<file path="config.mk">
export PLATFORM = sky130hd
export DESIGN_NAME = riscv_mc_seq
export DESIGN_NICKNAME = d
export VERILOG_FILES = /design/src/rtl/riscv_mc_seq_pkg.sv /design/src/rtl/riscv_mc_seq_mem_hs.sv /design/src/rtl/riscv_mc_seq.sv
export SDC_FILE = /design/constraint.sdc
export NUM_CORES = 1
export LEC_CHECK = 0
export BUFFER_PORTS_ARGS = -buffer_cell sky130_fd_sc_hd__buf_2
export CAP_MARGIN = 25
export CORE_AREA = 5 5 139 141
export CTS_CLUSTER_SIZE = 30
export DETAILED_ROUTE_END_ITERATION = 10
export DIE_AREA = 0 0 144 146
export GPL_TIMING_DRIVEN = 0
export HOLD_SLACK_MARGIN = 0.02
export MAX_ROUTING_LAYER = met4
export PLACE_DENSITY = 0.88
export SETUP_SLACK_MARGIN = 0.3
export SYNTH_ARGS = -nofsm -noshare
export SYNTH_HDL_FRONTEND = slang
export SYNTH_SLANG_ARGS = --single-unit
</file>
<file path="constraint.sdc">
create_clock -name clk -period 1.7 [get_ports clk]
set_input_delay 0.34 -clock clk [delete_from_list [all_inputs] [get_ports clk]]
set_output_delay 0.34 -clock clk [all_outputs]
set_load 0.01 [all_outputs]
</file>
<file path="src/rtl/riscv_mc_seq_pkg.sv">
// Shared definitions for the multi-cycle RV32I sequencer: stage encodings,
// the NOP instruction and the default reset vector.
package riscv_mc_seq_pkg;

    // Sequencer stages, 3-bit encoding
    typedef enum logic [2:0] {
        SEQ_FETCH  = 3'd0,
        SEQ_FWAIT  = 3'd1,
        SEQ_DECODE = 3'd2,
        SEQ_EXEC   = 3'd3,
        SEQ_MEM    = 3'd4,
        SEQ_MWAIT  = 3'd5,
        SEQ_WB     = 3'd6,
        SEQ_HALT   = 3'd7
    } seq_state_t;

    // addi x0, x0, 0
    localparam logic [31:0] NOP_INSN         = 32'h0000_0013;
    localparam logic [31:0] RESET_VECTOR_DEF = 32'h0000_0000;

    // RV32I without compressed instructions needs word-aligned targets
    function automatic logic pc_misaligned(input logic [1:0] lsb);
        return |lsb;
    endfunction

endpackage

</file>
<file path="src/rtl/riscv_mc_seq_mem_hs.sv">
// req/gnt/rvalid tracker for one memory port. The request is only driven
// while the owner asks for it and reset is released; a response is only
// accepted while a granted request that expects data is outstanding, so
// stray rvalids (e.g. from before a reset) fall on the floor.
module riscv_mc_seq_mem_hs (
    input  logic clk,
    input  logic rst,
    input  logic req_en,
    input  logic expect_rsp,
    input  logic gnt,
    input  logic rvalid,
    output logic req,
    output logic accepted,
    output logic rsp_valid
);

    logic pending;

    // keep the request quiet while reset is held
    assign req       = req_en && rst;
    assign accepted  = req && gnt;
    assign rsp_valid = pending && rvalid;

    // outstanding-response flag: set on a grant that expects data, cleared by its rvalid
    always_ff @(posedge clk or negedge rst) begin
        if (!rst) begin
            pending <= 1'b0;
        end else if (accepted && expect_rsp) begin
            pending <= 1'b1;
        end else if (rsp_valid) begin
            pending <= 1'b0;
        end
    end

endmodule

</file>
<file path="src/rtl/riscv_mc_seq.sv">
// Multi-cycle sequencer for the RV32I core. Owns PC, instruction register
// and the stage FSM; talks to handshaked instruction/data memories so any
// memory latency is tolerated. The combinational ID/EX datapath is fed from
// ir_o/pc_o and returns next PC, effective address and store data.
// Optional feature: define RISCV_PERF_CNT_EN to add mcycle_o/minstret_o.
module riscv_mc_seq
    import riscv_mc_seq_pkg::*;
#(
    parameter int                    XLEN         = 32,
    parameter int                    PC_WIDTH     = 32,
    parameter logic [PC_WIDTH-1:0]   RESET_VECTOR = PC_WIDTH'(RESET_VECTOR_DEF)
) (
    input  logic                clk,
    input  logic                rst,
    // instruction memory
    output logic                inst_req_o,
    output logic [PC_WIDTH-1:0] inst_addr_o,
    input  logic                inst_gnt_i,
    input  logic                inst_rvalid_i,
    input  logic [31:0]         inst_i,
    // data memory
    output logic                data_req_o,
    output logic                data_we_o,
    output logic [XLEN-1:0]     data_addr_o,
    output logic [XLEN-1:0]     data_o,
    input  logic                data_gnt_i,
    input  logic                data_rvalid_i,
    input  logic [XLEN-1:0]     data_i,
    // decoder
    input  logic                dec_load_i,
    input  logic                dec_store_i,
    input  logic                dec_regwrite_i,
    input  logic                dec_illegal_i,
    // execute
    input  logic [PC_WIDTH-1:0] ex_next_pc_i,
    input  logic [XLEN-1:0]     ex_addr_i,
    input  logic [XLEN-1:0]     ex_wdata_i,
    // to datapath / status
    output logic [PC_WIDTH-1:0] pc_o,
    output logic [31:0]         ir_o,
    output logic [XLEN-1:0]     load_data_o,
    output logic                rf_we_o,
    output logic                halt_o
`ifdef RISCV_PERF_CNT_EN
    ,
    output logic [63:0]         mcycle_o,
    output logic [63:0]         minstret_o
`endif
);

    seq_state_t          state, state_nxt;
    logic [PC_WIDTH-1:0] next_pc_q;
    logic                inst_acc, inst_rsp;
    logic                data_acc, data_rsp;

    assign inst_addr_o = pc_o;

    riscv_mc_seq_mem_hs u_inst_hs (
        .clk        (clk),
        .rst        (rst),
        .req_en     (state == SEQ_FETCH),
        .expect_rsp (1'b1),
        .gnt        (inst_gnt_i),
        .rvalid     (inst_rvalid_i),
        .req        (inst_req_o),
        .accepted   (inst_acc),
        .rsp_valid  (inst_rsp)
    );

    // stores complete on grant; only loads wait for read data
    riscv_mc_seq_mem_hs u_data_hs (
        .clk        (clk),
        .rst        (rst),
        .req_en     (state == SEQ_MEM),
        .expect_rsp (dec_load_i),
        .gnt        (data_gnt_i),
        .rvalid     (data_rvalid_i),
        .req        (data_req_o),
        .accepted   (data_acc),
        .rsp_valid  (data_rsp)
    );

    // stage register
    always_ff @(posedge clk or negedge rst) begin
        if (!rst) begin
            state <= SEQ_FETCH;
        end else begin
            state <= state_nxt;
        end
    end

    // next-stage selection and per-stage strobes
    always_comb begin
        state_nxt = state;
        rf_we_o   = 1'b0;
        halt_o    = 1'b0;
        data_we_o = 1'b0;
        case (state)
            SEQ_FETCH: begin
                if (inst_acc) state_nxt = SEQ_FWAIT;
            end
            SEQ_FWAIT: begin
                if (inst_rsp) state_nxt = SEQ_DECODE;
            end
            SEQ_DECODE: begin
                state_nxt = dec_illegal_i ? SEQ_HALT : SEQ_EXEC;
            end
            SEQ_EXEC: begin
                if (pc_misaligned(ex_next_pc_i[1:0])) begin
                    state_nxt = SEQ_HALT;
                end else if (dec_load_i || dec_store_i) begin
                    state_nxt = SEQ_MEM;
                end else begin
                    state_nxt = SEQ_WB;
                end
            end
            SEQ_MEM: begin
                data_we_o = dec_store_i;
                if (data_acc) state_nxt = dec_store_i ? SEQ_WB : SEQ_MWAIT;
            end
            SEQ_MWAIT: begin
                if (data_rsp) state_nxt = SEQ_WB;
            end
            SEQ_WB: begin
                rf_we_o   = dec_regwrite_i;
                state_nxt = SEQ_FETCH;
            end
            SEQ_HALT: begin
                halt_o = 1'b1;
            end
            default: state_nxt = SEQ_FETCH;
        endcase
    end

    // architectural latches: IR on fetch data, EX results in EXEC, load data, PC in WB
    always_ff @(posedge clk or negedge rst) begin
        if (!rst) begin
            pc_o        <= RESET_VECTOR;
            ir_o        <= NOP_INSN;
            next_pc_q   <= RESET_VECTOR;
            data_addr_o <= '0;
            data_o      <= '0;
            load_data_o <= '0;
        end else begin
            if (state == SEQ_FWAIT && inst_rsp) ir_o <= inst_i;
            if (state == SEQ_EXEC) begin
                next_pc_q   <= ex_next_pc_i;
                data_addr_o <= ex_addr_i;
                data_o      <= ex_wdata_i;
            end
            if (state == SEQ_MWAIT && data_rsp) load_data_o <= data_i;
            // the sequencer never adds; wrap comes from the EX result itself
            if (state == SEQ_WB) pc_o <= next_pc_q;
        end
    end

`ifdef RISCV_PERF_CNT_EN
    // free-running cycle count (frozen in HALT) and retired-instruction count
    always_ff @(posedge clk or negedge rst) begin
        if (!rst) begin
            mcycle_o   <= '0;
            minstret_o <= '0;
        end else begin
            if (state != SEQ_HALT) mcycle_o   <= mcycle_o + 64'd1;
            if (state == SEQ_WB)   minstret_o <= minstret_o + 64'd1;
        end
    end
`endif

endmodule

</file>
==> impl_metrics.env <==
export IMPL_status="finished with violations"
export IMPL_failing_checks="hold timing, setup timing"
export IMPL_power_frac_comb=0.501
export IMPL_syn_instance_count=481
export IMPL_netlist_top_cells_count="dfrtp_1 (194), mux2_2 (163), buf_4 (36)"
export IMPL_port_buffer_count=366
export IMPL_slew_headroom=0.632
export IMPL_synth_avg_cell_area_um2=16.3
export IMPL_worstSetupEndpointType="primary output"
export IMPL_tightest_hold_margin_ps=-161
export IMPL_p_int_mw=16.5
export IMPL_critical_path_n_buffers_inverters=1
export IMPL_delay_of_the_slowest_critical_path_stage_ps=470
export IMPL_yosys_register_bits=197
export IMPL_cts_path_max_buffers=2
export IMPL_wire_per_inst_um=22.1
export IMPL_clock_buffers_created_by_tritoncts=17
export IMPL_cts_tree="yes"
export IMPL_detail_route_first_pass_iterations=4
export IMPL_power_dens_cells_nw_per_um2=1920
export IMPL_fp_row_count=49
export IMPL_grt_pass1_vias=6606
export IMPL_critPathArrivalTime_ps=1490
export IMPL_tightest_slew_ps=551
export IMPL_h_tree_depth=4
export IMPL_netlist_area_leader_share=0.620
export IMPL_yosys_warnings=0
export IMPL_critPathKind="reg -> out"
export IMPL_timing_final_crit_period_ps=1830
export IMPL_min_path_type="in -> async"
export IMPL_die_area_um2=21000
export IMPL_fin_nets=1106
export IMPL_post_synth_num_cell_types=31
export IMPL_global_route_overflow_total=0
export IMPL_number_of_antenna_violations_at_the_first_check_in_global_routing=1
export IMPL_worst_path_max_fanout=5
export IMPL_regToRegSetupSlack_ps=-100
export IMPL_clkSlewWorstSetupHoldPaths_ps=80
export IMPL_total_leakage_power_nw=7.11
export IMPL_detail_route_drc_violations=0
export IMPL_synth_most_common_cell="dfrtp_1"
export IMPL_grt_first_pass_wirelength_mm=37.4
export IMPL_synth_top_flop_cell="dfrtp_1"
export IMPL_worst_reg2reg_path_startpoint="state[1]"
export IMPL_insertion_delay_ps=420
export IMPL_synth_async_sr_flop_share=1.00
export IMPL_dp_worst_setup_slack_ps=-180
export IMPL_drt_initial_drc_count=156
export IMPL_switching_share=0.325
export IMPL_placeableCoreArea_um2=17800
export IMPL_post_synth_top_area_cell="dfrtp_1"
export IMPL_max_clock_freq_mhz=547
export IMPL_layout_area_overhead_vs_synth_pct=63.0
export IMPL_setup_tns_final_ps=-4500
export IMPL_grt_setup_unrepaired="true"
export IMPL_timing_reg2reg_worst_path_depth=6
export IMPL_final_period_utilization=1.08
export IMPL_vdd_drop_max_uv=1180
export IMPL_overall_power_mw=24.5
export IMPL_dp_cells=1077
export IMPL_wire_length_reported_by_the_detailed_router_mm=26.1
export IMPL_post_route_worst_setup_slack_ps=-129
export IMPL_maxCapViolations=0
export IMPL_cts_sinks=197
export IMPL_crit_path_start_kind="flop"
export IMPL_place_gp_congestion=0.813
export IMPL_number_of_enable_flip_flop_cells_after_synthesis=0
export IMPL_final_hold_violation_count=95
export IMPL_cp_slowest_cell="dfrtp_2"
export IMPL_drive_above_1_share=0.770
export IMPL_floorplan_die_width_um=144
export IMPL_number_of_routed_nets_with_antenna_violations=0
export IMPL_grt_start_max_net_pins=103
export IMPL_synth_sequential_area_ratio=0.630
export IMPL_share_clk_of_total_power=0.156
export IMPL_path_delay_family="flip-flops"
export IMPL_synthesis_area_um2=7830
export IMPL_cts_root_buffer_cell="clkbuf_16"
export IMPL_worst_endpoint_required_ps=1360
export IMPL_slew_violations=0
export IMPL_routed_via_density=5.00
export IMPL_die_height_um=146
export IMPL_critical_path_cell_chain="nand2b_4, nor3b_4, buf_6"
export IMPL_pwr_share_seq=0.344
export IMPL_synth_top_cells_by_area="dfrtp_1 (62%), mux2_2 (23%), mux2_4 (5.7%), buf_4 (3.4%), dfstp_2 (1.0%)"
export IMPL_gr_usage_all_layers=0.239
export IMPL_finalSetupViolations=102
export IMPL_effective_utilization_at_floorplan=0.439
export IMPL_critical_path_cell_count=3
export IMPL_syn_num_nets=651
export IMPL_vias=5897
export IMPL_io_pins=367
export IMPL_clock_skew_ps=12.7
export IMPL_p_switching_mw=7.94
export IMPL_final_instance_count_excl_fill=1179
export IMPL_rr_endpoint="load_data_o[27]"
export IMPL_hpwl_mm=15.8
==> worst reg2reg max path: cells and delay by family, from the launching register on <==
kind / cells / cell delay (ps)
buffers and inverters: 3 / 460
flip-flops: 1 / 470
AND/OR/NAND/NOR: 2 / 460
multiplexers: 1 / 290
==> worst max path at each step <==
stage                        start              end  slack [ps]
after floorplan           state[1]  load_data_o[10]         200
after global placement         rst       inst_req_o       -3090
after detailed placement       rst       data_req_o        -180
after CTS                 state[0]       inst_req_o        -140
after global routing      state[2]       inst_req_o        -220
final                     state[1]       data_req_o        -130
==> stage by stage <==
step,area (um2),util
after floorplan,7840,-
after global placement,9960,0.558
after detailed placement,10000,0.560
after CTS,12200,0.685
after global routing,12800,0.716
final,12800,0.716
==> registers in the layout, indices dropped and copies added, names as in the netlist <==
signal             count
state                  3
next_pc_q             32
data_o                32
ir_o                  32
u_inst_hs.pending      1
load_data_o           32
u_data_hs.pending      1
inst_addr_o           32
data_addr_o           32
==> area by class of cell <==
class	instances	area, um2
antenna	1	2.50
buffer	55	734
clock buffer	19	443
clock inverter	13	111
fill	1068	5070
inverter	3	11.3
multi-input combinational	226	3130
sequential	197	4940
tap	229	287
timing repair buffer	436	3120
==> layer usage <==
| layer | part of all wire | vias up | GRT usage | wire length (um) |
|---|---|---|---|---|
| met3 | 0.076 | 43 | 0.0638 | 1970 |
| met4 | 0.024 | 0 | 0.0815 | 628 |
| li1 | - | 2577 | - | - |
| met1 | 0.35 | 2990 | 0.262 | 9150 |
| met5 | 0 | - | - | 0 |
| met2 | 0.55 | 287 | 0.417 | 14400 |
==> timing repair <==
item / 4_1_cts / 5_1_grt
gates resized for setup: 279 / 68
pin swaps: 5 / 5
cloned: 14 / 5
setup endpoints to repair: 230 / 235
setup buffers: 30 / 20
hold endpoints to repair: 95 / 95
==> power groups by stage <==
stage / clock network (mW) / logic, mW / registers (mW)
2_1_floorplan: 0 / 3.90 / 8.76
3_3_place_gp: 0 / 7.68 / 7.98
3_5_place_dp: 0 / 7.94 / 8.14
4_1_cts: 3.87 / 11.2 / 8.20
5_1_grt: 4.12 / 12.9 / 8.64
6_report: 3.81 / 12.2 / 8.40
==> cell usage in the layout, fill, tap and decap left out, types with 2 or more instances in the layout <==
master      instances
clkinv_4            2
o21ai_0             3
nor2b_1             2
mux2_4            177
inv_8               2
mux2_2             16
buf_4              28
clkinvlp_4          3
dfrtp_1           191
buf_16             13
clkbuf_8            2
dfrtp_2             3
a21oi_1             2
inv_6               5
nand2_1             3
buf_8              19
dfstp_2             3
inv_1               3
buf_6              86
buf_2             326
buf_12             13
clkbuf_16          22
==> kinds of logic (layout without fill, tap and decap cells) <==
logic type / Yosys count / count (layout) / share of synthesized area
and+or+nand+nor: 19 / 19 / 0.0144
other: 0 / 1 / 0
muxes: 193 / 193 / 0.292
AOI/OAI and AO/OA: 14 / 14 / 0.0133
DFF: 197 / 197 / 0.630
buffers and inverters: 58 / 526 / 0.0508
No activity file was read; power rests on OpenSTA's default activity.
